===== src/rtl/noc_pkg.sv =====
// Shared NoC router definitions: default widths, flit type encoding and the
// one-hot port select codes understood by the per-port flit multiplexer.
package noc_pkg;

  localparam int DATA_W = 64;
  localparam int VCH_W  = 2;
  localparam int SEL_W  = 5;

  // Flit type lives in the top two bits of every flit
  localparam logic [1:0] TYPE_NONE = 2'b00;
  localparam logic [1:0] TYPE_HEAD = 2'b01;
  localparam logic [1:0] TYPE_TAIL = 2'b10;
  localparam logic [1:0] TYPE_DATA = 2'b11;

  localparam logic [4:0] SEL_P0 = 5'b00001;
  localparam logic [4:0] SEL_P1 = 5'b00010;

endpackage


===== src/rtl/flit_mux_if.sv =====
// Flit bus of one crossbar output port: two candidate input streams, the
// one-hot select and the registered output stream.
interface flit_mux_if #(
  parameter int DATA_W = noc_pkg::DATA_W,
  parameter int VCH_W  = noc_pkg::VCH_W,
  parameter int SEL_W  = noc_pkg::SEL_W
) ();

  logic [DATA_W-1:0] idata_0;
  logic              ivalid_0;
  logic [VCH_W-1:0]  ivch_0;
  logic [DATA_W-1:0] idata_1;
  logic              ivalid_1;
  logic [VCH_W-1:0]  ivch_1;
  logic [SEL_W-1:0]  sel;
  logic [DATA_W-1:0] odata;
  logic              ovalid;
  logic [VCH_W-1:0]  ovch;

  modport master (
    output idata_0, ivalid_0, ivch_0,
    output idata_1, ivalid_1, ivch_1,
    output sel,
    input  odata, ovalid, ovch
  );

  modport slave (
    input  idata_0, ivalid_0, ivch_0,
    input  idata_1, ivalid_1, ivch_1,
    input  sel,
    output odata, ovalid, ovch
  );

endinterface


===== src/rtl/flit_mux_sel_onehot.sv =====
// Combinational one-hot decode and AND-OR select of {valid, vch, data}.
// Any select other than exactly SEL_P0 or SEL_P1 picks nothing and raises none.
module flit_sel_onehot #(
  parameter int DATA_W = noc_pkg::DATA_W,
  parameter int VCH_W  = noc_pkg::VCH_W,
  parameter int SEL_W  = noc_pkg::SEL_W
) (
  input  logic [SEL_W-1:0]  sel,
  input  logic [DATA_W-1:0] data_0,
  input  logic              valid_0,
  input  logic [VCH_W-1:0]  vch_0,
  input  logic [DATA_W-1:0] data_1,
  input  logic              valid_1,
  input  logic [VCH_W-1:0]  vch_1,
  output logic [DATA_W-1:0] data,
  output logic              valid,
  output logic [VCH_W-1:0]  vch,
  output logic              none
);
  import noc_pkg::*;

  logic pick_0;
  logic pick_1;

  // Full-width compare so multi-hot and upper-port codes decode to nothing
  assign pick_0 = (sel == SEL_W'(SEL_P0));
  assign pick_1 = (sel == SEL_W'(SEL_P1));
  assign none   = ~(pick_0 | pick_1);

  assign valid = (pick_0 & valid_0) | (pick_1 & valid_1);
  assign vch   = ({VCH_W{pick_0}} & vch_0) | ({VCH_W{pick_1}} & vch_1);
  assign data  = ({DATA_W{pick_0}} & data_0) | ({DATA_W{pick_1}} & data_1);

endmodule


===== src/rtl/flit_mux.sv =====
// Registered two-input flit multiplexer for one NoC crossbar output port.
// Define FLIT_MUX_ACTCNT_EN to add the flit_cnt/toggle_cnt activity counters.
module flit_mux #(
  parameter int DATA_W = noc_pkg::DATA_W,
  parameter int VCH_W  = noc_pkg::VCH_W,
  parameter int SEL_W  = noc_pkg::SEL_W
) (
  input  logic        clk,
  input  logic        rst_,
`ifdef FLIT_MUX_ACTCNT_EN
  output logic [31:0] flit_cnt,
  output logic [31:0] toggle_cnt,
`endif
  flit_mux_if.slave   bus
);
  import noc_pkg::*;

  logic [DATA_W-1:0] sel_data;
  logic              sel_valid;
  logic [VCH_W-1:0]  sel_vch;
  logic              sel_none;
  logic              load;

  logic [DATA_W-1:0] odata_r;
  logic              ovalid_r;
  logic [VCH_W-1:0]  ovch_r;

  flit_sel_onehot #(
    .DATA_W (DATA_W),
    .VCH_W  (VCH_W),
    .SEL_W  (SEL_W)
  ) u_sel (
    .sel     (bus.sel),
    .data_0  (bus.idata_0),
    .valid_0 (bus.ivalid_0),
    .vch_0   (bus.ivch_0),
    .data_1  (bus.idata_1),
    .valid_1 (bus.ivalid_1),
    .vch_1   (bus.ivch_1),
    .data    (sel_data),
    .valid   (sel_valid),
    .vch     (sel_vch),
    .none    (sel_none)
  );

  assign load = sel_valid & ~sel_none;

  // Data and vch only move on a real flit, keeping idle cycles switch-free
  always_ff @(posedge clk or negedge rst_) begin
    if (!rst_) begin
      odata_r  <= '0;
      ovalid_r <= 1'b0;
      ovch_r   <= '0;
    end else begin
      ovalid_r <= load;
      if (load) begin
        odata_r <= sel_data;
        ovch_r  <= sel_vch;
      end
    end
  end

  assign bus.odata  = odata_r;
  assign bus.ovalid = ovalid_r;
  assign bus.ovch   = ovch_r;

`ifdef FLIT_MUX_ACTCNT_EN
  always_ff @(posedge clk or negedge rst_) begin
    if (!rst_) begin
      flit_cnt   <= '0;
      toggle_cnt <= '0;
    end else if (load) begin
      flit_cnt   <= flit_cnt + 32'd1;
      toggle_cnt <= toggle_cnt + 32'($countones(sel_data ^ odata_r));
    end
  end
`endif

endmodule


===== src/flat_wrapper.sv =====
// flat-port wrapper written by rule: the top's interface ports become plain ports
module flit_mux_flat import noc_pkg::*;
#(
  parameter int DATA_W = noc_pkg::DATA_W,
  parameter int VCH_W  = noc_pkg::VCH_W,
  parameter int SEL_W  = noc_pkg::SEL_W
)
  (clk, rst_, bus_idata_0, bus_ivalid_0, bus_ivch_0, bus_idata_1, bus_ivalid_1, bus_ivch_1, bus_sel, bus_odata, bus_ovalid, bus_ovch);
  flit_mux_if #(.DATA_W(DATA_W), .VCH_W(VCH_W), .SEL_W(SEL_W)) bus_i ();
  input  logic clk;
  input  logic rst_;
  input wire logic [$bits(bus_i.idata_0)-1:0] bus_idata_0;
  input wire logic [$bits(bus_i.ivalid_0)-1:0] bus_ivalid_0;
  input wire logic [$bits(bus_i.ivch_0)-1:0] bus_ivch_0;
  input wire logic [$bits(bus_i.idata_1)-1:0] bus_idata_1;
  input wire logic [$bits(bus_i.ivalid_1)-1:0] bus_ivalid_1;
  input wire logic [$bits(bus_i.ivch_1)-1:0] bus_ivch_1;
  input wire logic [$bits(bus_i.sel)-1:0] bus_sel;
  output wire logic [$bits(bus_i.odata)-1:0] bus_odata;
  output wire logic [$bits(bus_i.ovalid)-1:0] bus_ovalid;
  output wire logic [$bits(bus_i.ovch)-1:0] bus_ovch;
  assign bus_i.idata_0 = bus_idata_0;
  assign bus_i.ivalid_0 = bus_ivalid_0;
  assign bus_i.ivch_0 = bus_ivch_0;
  assign bus_i.idata_1 = bus_idata_1;
  assign bus_i.ivalid_1 = bus_ivalid_1;
  assign bus_i.ivch_1 = bus_ivch_1;
  assign bus_i.sel = bus_sel;
  assign bus_odata = bus_i.odata;
  assign bus_ovalid = bus_i.ovalid;
  assign bus_ovch = bus_i.ovch;
  flit_mux #(.DATA_W(DATA_W), .VCH_W(VCH_W), .SEL_W(SEL_W)) u_core (.clk(clk), .rst_(rst_), .bus(bus_i));
endmodule

===== config.mk =====
export PLATFORM = sky130hd
export DESIGN_NAME = flit_mux_flat
export DESIGN_NICKNAME = d
export VERILOG_FILES = /design/src/rtl/noc_pkg.sv /design/src/rtl/flit_mux_if.sv /design/src/rtl/flit_mux_sel_onehot.sv /design/src/rtl/flit_mux.sv /design/src/flat_wrapper.sv
export SDC_FILE = /design/constraint.sdc
export NUM_CORES = 1
export LEC_CHECK = 0
export ABC_AREA = 1
export CAP_MARGIN = 20
export CELL_PAD_IN_SITES_DETAIL_PLACEMENT = 1
export CELL_PAD_IN_SITES_GLOBAL_PLACEMENT = 2
export CORE_MARGIN = 2
export CORE_UTILIZATION = 18
export DETAILED_ROUTE_END_ITERATION = 8
export GPL_TIMING_DRIVEN = 0
export PLACE_DENSITY = 0.79
export SKIP_LAST_GASP = 1
export SYNTH_ARGS = -nofsm -noshare
export SYNTH_HDL_FRONTEND = slang
export SYNTH_SLANG_ARGS = --single-unit

===== constraint.sdc =====
create_clock -name clk -period 0.8 [get_ports clk]
set_input_delay 0.08 -clock clk [delete_from_list [all_inputs] [get_ports clk]]
set_output_delay 0.08 -clock clk [all_outputs]
set_load 0.01 [all_outputs]

==> flow_metrics.tcl <==
set metrics [dict create \
    status "finished with violations" \
    violations "negative hold slack, negative setup slack" \
    post-route-period-util_pct 129 \
    maxSlewHeadroom_pct 70.9 \
    dr.pass1.iters 5 \
    vdd_drop_max_mv 0.658 \
    leakagePower_uw 0.00412 \
    syn_nets 676 \
    yosys.area.top_type "dfrtp_1" \
    cts_tree "yes" \
    yosysWarningCount 0 \
    clock_path_buffers 2 \
    crit_type "in2reg" \
    cts_sinks 67 \
    fin_worst_skew_ns 0 \
    routed_wl_um 20300 \
    numCtsBuffers 9 \
    synth-compound-area-share_pct 0 \
    fp.dieW_um 152 \
    yosys.area_share.simple_pct 49.7 \
    ant_nets 0 \
    layout.nets 978 \
    reg2reg_slack_ns -0.09 \
    cp-end-kind "register" \
    setup_violations 134 \
    grt_overflow_total 0 \
    start_kind "input pin" \
    synthAdderAreaFrac_pct 0 \
    total_power_uw 9460 \
    vias 5107 \
    start_util_pct 18.5 \
    antenna_found_initial 1 \
    post-route-min-period_ns 1.03 \
    rows 53 \
    die_y_um 152 \
    hold_slack_ns -0.321 \
    dp_hpwl_um 13900 \
    synthMuxAreaShare_pct 0 \
    syn_to_final_growth_pct 103 \
    synth-seq-cells 67 \
    die-area_um2 23000 \
    critPathMaxFanout 6 \
    powerDensity_nw_per_um2 1190 \
    n_fill_cell 2565 \
    max_freq_mhz 971 \
    r2r-start "u_core.bus.odata[5]$_DFFE_PN0P_" \
    synth_top_family_by_area "simple AND/OR/NAND/NOR gates" \
    required_ns 1.07 \
    synth.area.top_cells "dfrtp_1 (43%), nand4_1 (21%), nand2_1 (19%), nand3_1 (8.4%), buf_2 (3.3%)" \
    grt_max_degree 40 \
    grt_pass1_wl_um 30500 \
    avgSynthCellArea_um2 7.32 \
    synth.distinct_cells 13 \
    rr_worst_depth 4 \
    grt_pass1_vias 5351 \
    hp-class "in2async" \
    synthesis.area_um2 3920 \
    final_util_pct 37.4 \
    place.gp.congestion 0.775 \
    netlist.area_leader.share_pct 42.8 \
    synthXorXnorAreaFrac_pct 0 \
    setup_ws_ns -0.229 \
    track_usage_pct 17.6 \
    layout-drive-gt1-share_pct 33.5 \
    viasPerCell 4.57 \
    ioPinCount 208 \
    maxCapViolations 0 \
    route.detailed.drc 0 \
    final_max_slew_viol_count 0 \
    seq_area_frac_synth_pct 42.8 \
    clk_pin_slew_ns 0.06 \
    insertion_delay_ns 0.34 \
    io_buffer_count 207 \
    netlist_instances 535 \
    rsz0062_at_grt "true" \
    coreArea_um2 21200 \
    wire_per_inst_um 18.2 \
    worst_pin_slew_ns 0.437 \
    crit_arrival_ns 1.30 \
    htreeDepth 3 \
    drt_iter0_markers 134 \
    finalHoldViolations 28 \
    cts_root_buffer "clkbuf_16" \
    worstReg2RegEnd "u_core.bus.odata[5]$_DFFE_PN0P_" \
]
critical path, stage by stage:
cell,delay [ns]
buf_6,0.09
nor2_4,0.18
nand4_1,0.19
buf_6,0.18
nand2_8,0.07
buf_12,0.14
buf_12,0.12
buf_8,0.11
nand2_2,0.06
nand2_2,0.06
worst max-delay path by stage:
stage / endpoint / cells past startpoint / start / slack (ns)
after floorplan: u_core.bus.odata[11]$_DFFE_PN0P_ / 6 / bus_sel[3] / -0.17
after global placement: u_core.bus.odata[15]$_DFFE_PN0P_ / 1 / rst_ / -2.97
after detailed placement: u_core.bus.odata[0]$_DFFE_PN0P_ / 7 / bus_sel[3] / -1.21
after CTS: u_core.bus.odata[25]$_DFFE_PN0P_ / 10 / bus_sel[2] / -0.19
after global routing: u_core.bus.odata[26]$_DFFE_PN0P_ / 10 / bus_sel[3] / -0.28
final: u_core.bus.odata[26]$_DFFE_PN0P_ / 10 / bus_sel[3] / -0.23
report_power, final:
part,switching [uW],total [uW],internal (uW)
Clock,1470,3620,2150
Combinational,954,2240,1280
Sequential,84.2,3600,3520
Total,2510,9460,6950
metal layers:
| metal | vias up | global-route usage (%) | share of wire (%) |
|---|---|---|---|
| met5 | - | 0 | 0 |
| met4 | 0 | 4.03 | 1.8 |
| met1 | 2450 | 22.3 | 42 |
| li1 | 2500 | - | - |
| met2 | 138 | 30.4 | 50 |
| met3 | 19 | 4.37 | 5.6 |
layout make-up:
class                      count  area, um2  share of cell area, %
timing repair buffer         295       2830                   35.6
multi-input combinational    402       2160                   27.2
sequential                    67       1680                   21.1
buffer                        59        656                   8.25
tap                          275        344                   4.33
clock buffer                  12        246                   3.10
inverter                       3       16.3                  0.205
clock inverter                 3       15.0                  0.189
antenna                        2       5.00                 0.0630
cell families after synthesis:
family                 count (synthesis)
flip-flops                            67
AND/OR/NAND/NOR                      402
buffers and inverters                 66
synthesized netlist by cell type:
master and count:
buf_1 8, nand3_1 66, nor2_4 1, buf_4 4
dfrtp_1 67, inv_1 2, clkbuf_1 25, nand4_1 133
inv_2 1, buf_2 26, nand2_1 199, nand4_2 1
nor2_2 2
stage by stage:
stage	instances	TNS, ns	hold WS, ns	setup slack, ns	area [um2]
6_report	1118	-18.09	-0.321	-0.229	7950
5_1_grt	1117	-24.73	-0.304	-0.283	7940
4_1_cts	1091	-18.05	-0.317	-0.191	7550
3_5_place_dp	1018	-88.93	0.0539	-1.21	6370
3_3_place_gp	1017	-285.65	0.492	-2.97	6350
2_1_floorplan	535	-10.76	-0.216	-0.174	3930
flip-flops by register name, indices dropped and copies added (netlist names):
| register | flops |
|---|---|
| u_core.bus.odata | 64 |
| u_core.bus.ovch | 2 |
| u_core.bus.ovalid | 1 |
layout by cell type (no fill, tap or decap):
| master | Yosys | routed |
|---|---|---|
| buf_4 | 4 | 82 |
| clkbuf_8 | 0 | 2 |
| clkbuf_1 | 25 | 2 |
| clkdlybuf4s50_1 | 0 | 132 |
| dlygate4sd2_1 | 0 | 2 |
| clkbuf_2 | 0 | 7 |
| buf_16 | 0 | 6 |
| buf_12 | 0 | 5 |
| clkinv_2 | 0 | 3 |
| nor2_4 | 1 | 3 |
| nand2_1 | 199 | 175 |
| clkbuf_4 | 0 | 2 |
| clkinv_4 | 0 | 1 |
| nand4_1 | 133 | 133 |
| nand2_4 | 0 | 5 |
| nand3_2 | 0 | 17 |
| buf_6 | 0 | 61 |
| diode_2 | 0 | 2 |
| clkbuf_16 | 0 | 16 |
| nand4_4 | 0 | 1 |
| nand2_2 | 0 | 18 |
| nand3_4 | 0 | 1 |
| buf_8 | 0 | 9 |
| nand3_1 | 66 | 48 |
| nand2_8 | 0 | 1 |
| dfrtp_1 | 67 | 67 |
| inv_2 | 1 | 2 |
| buf_2 | 26 | 40 |
repair_timing:
action / CTS / global route
endpoints found under the hold margin: 28 / 28
setup buffers: 53 / 22
gates cloned: 9 / 4
setup endpoints to repair: 134 / 134
resized for setup: 470 / 56
pin swaps: 12 / 15
No activity file was read; power rests on OpenSTA's default activity.
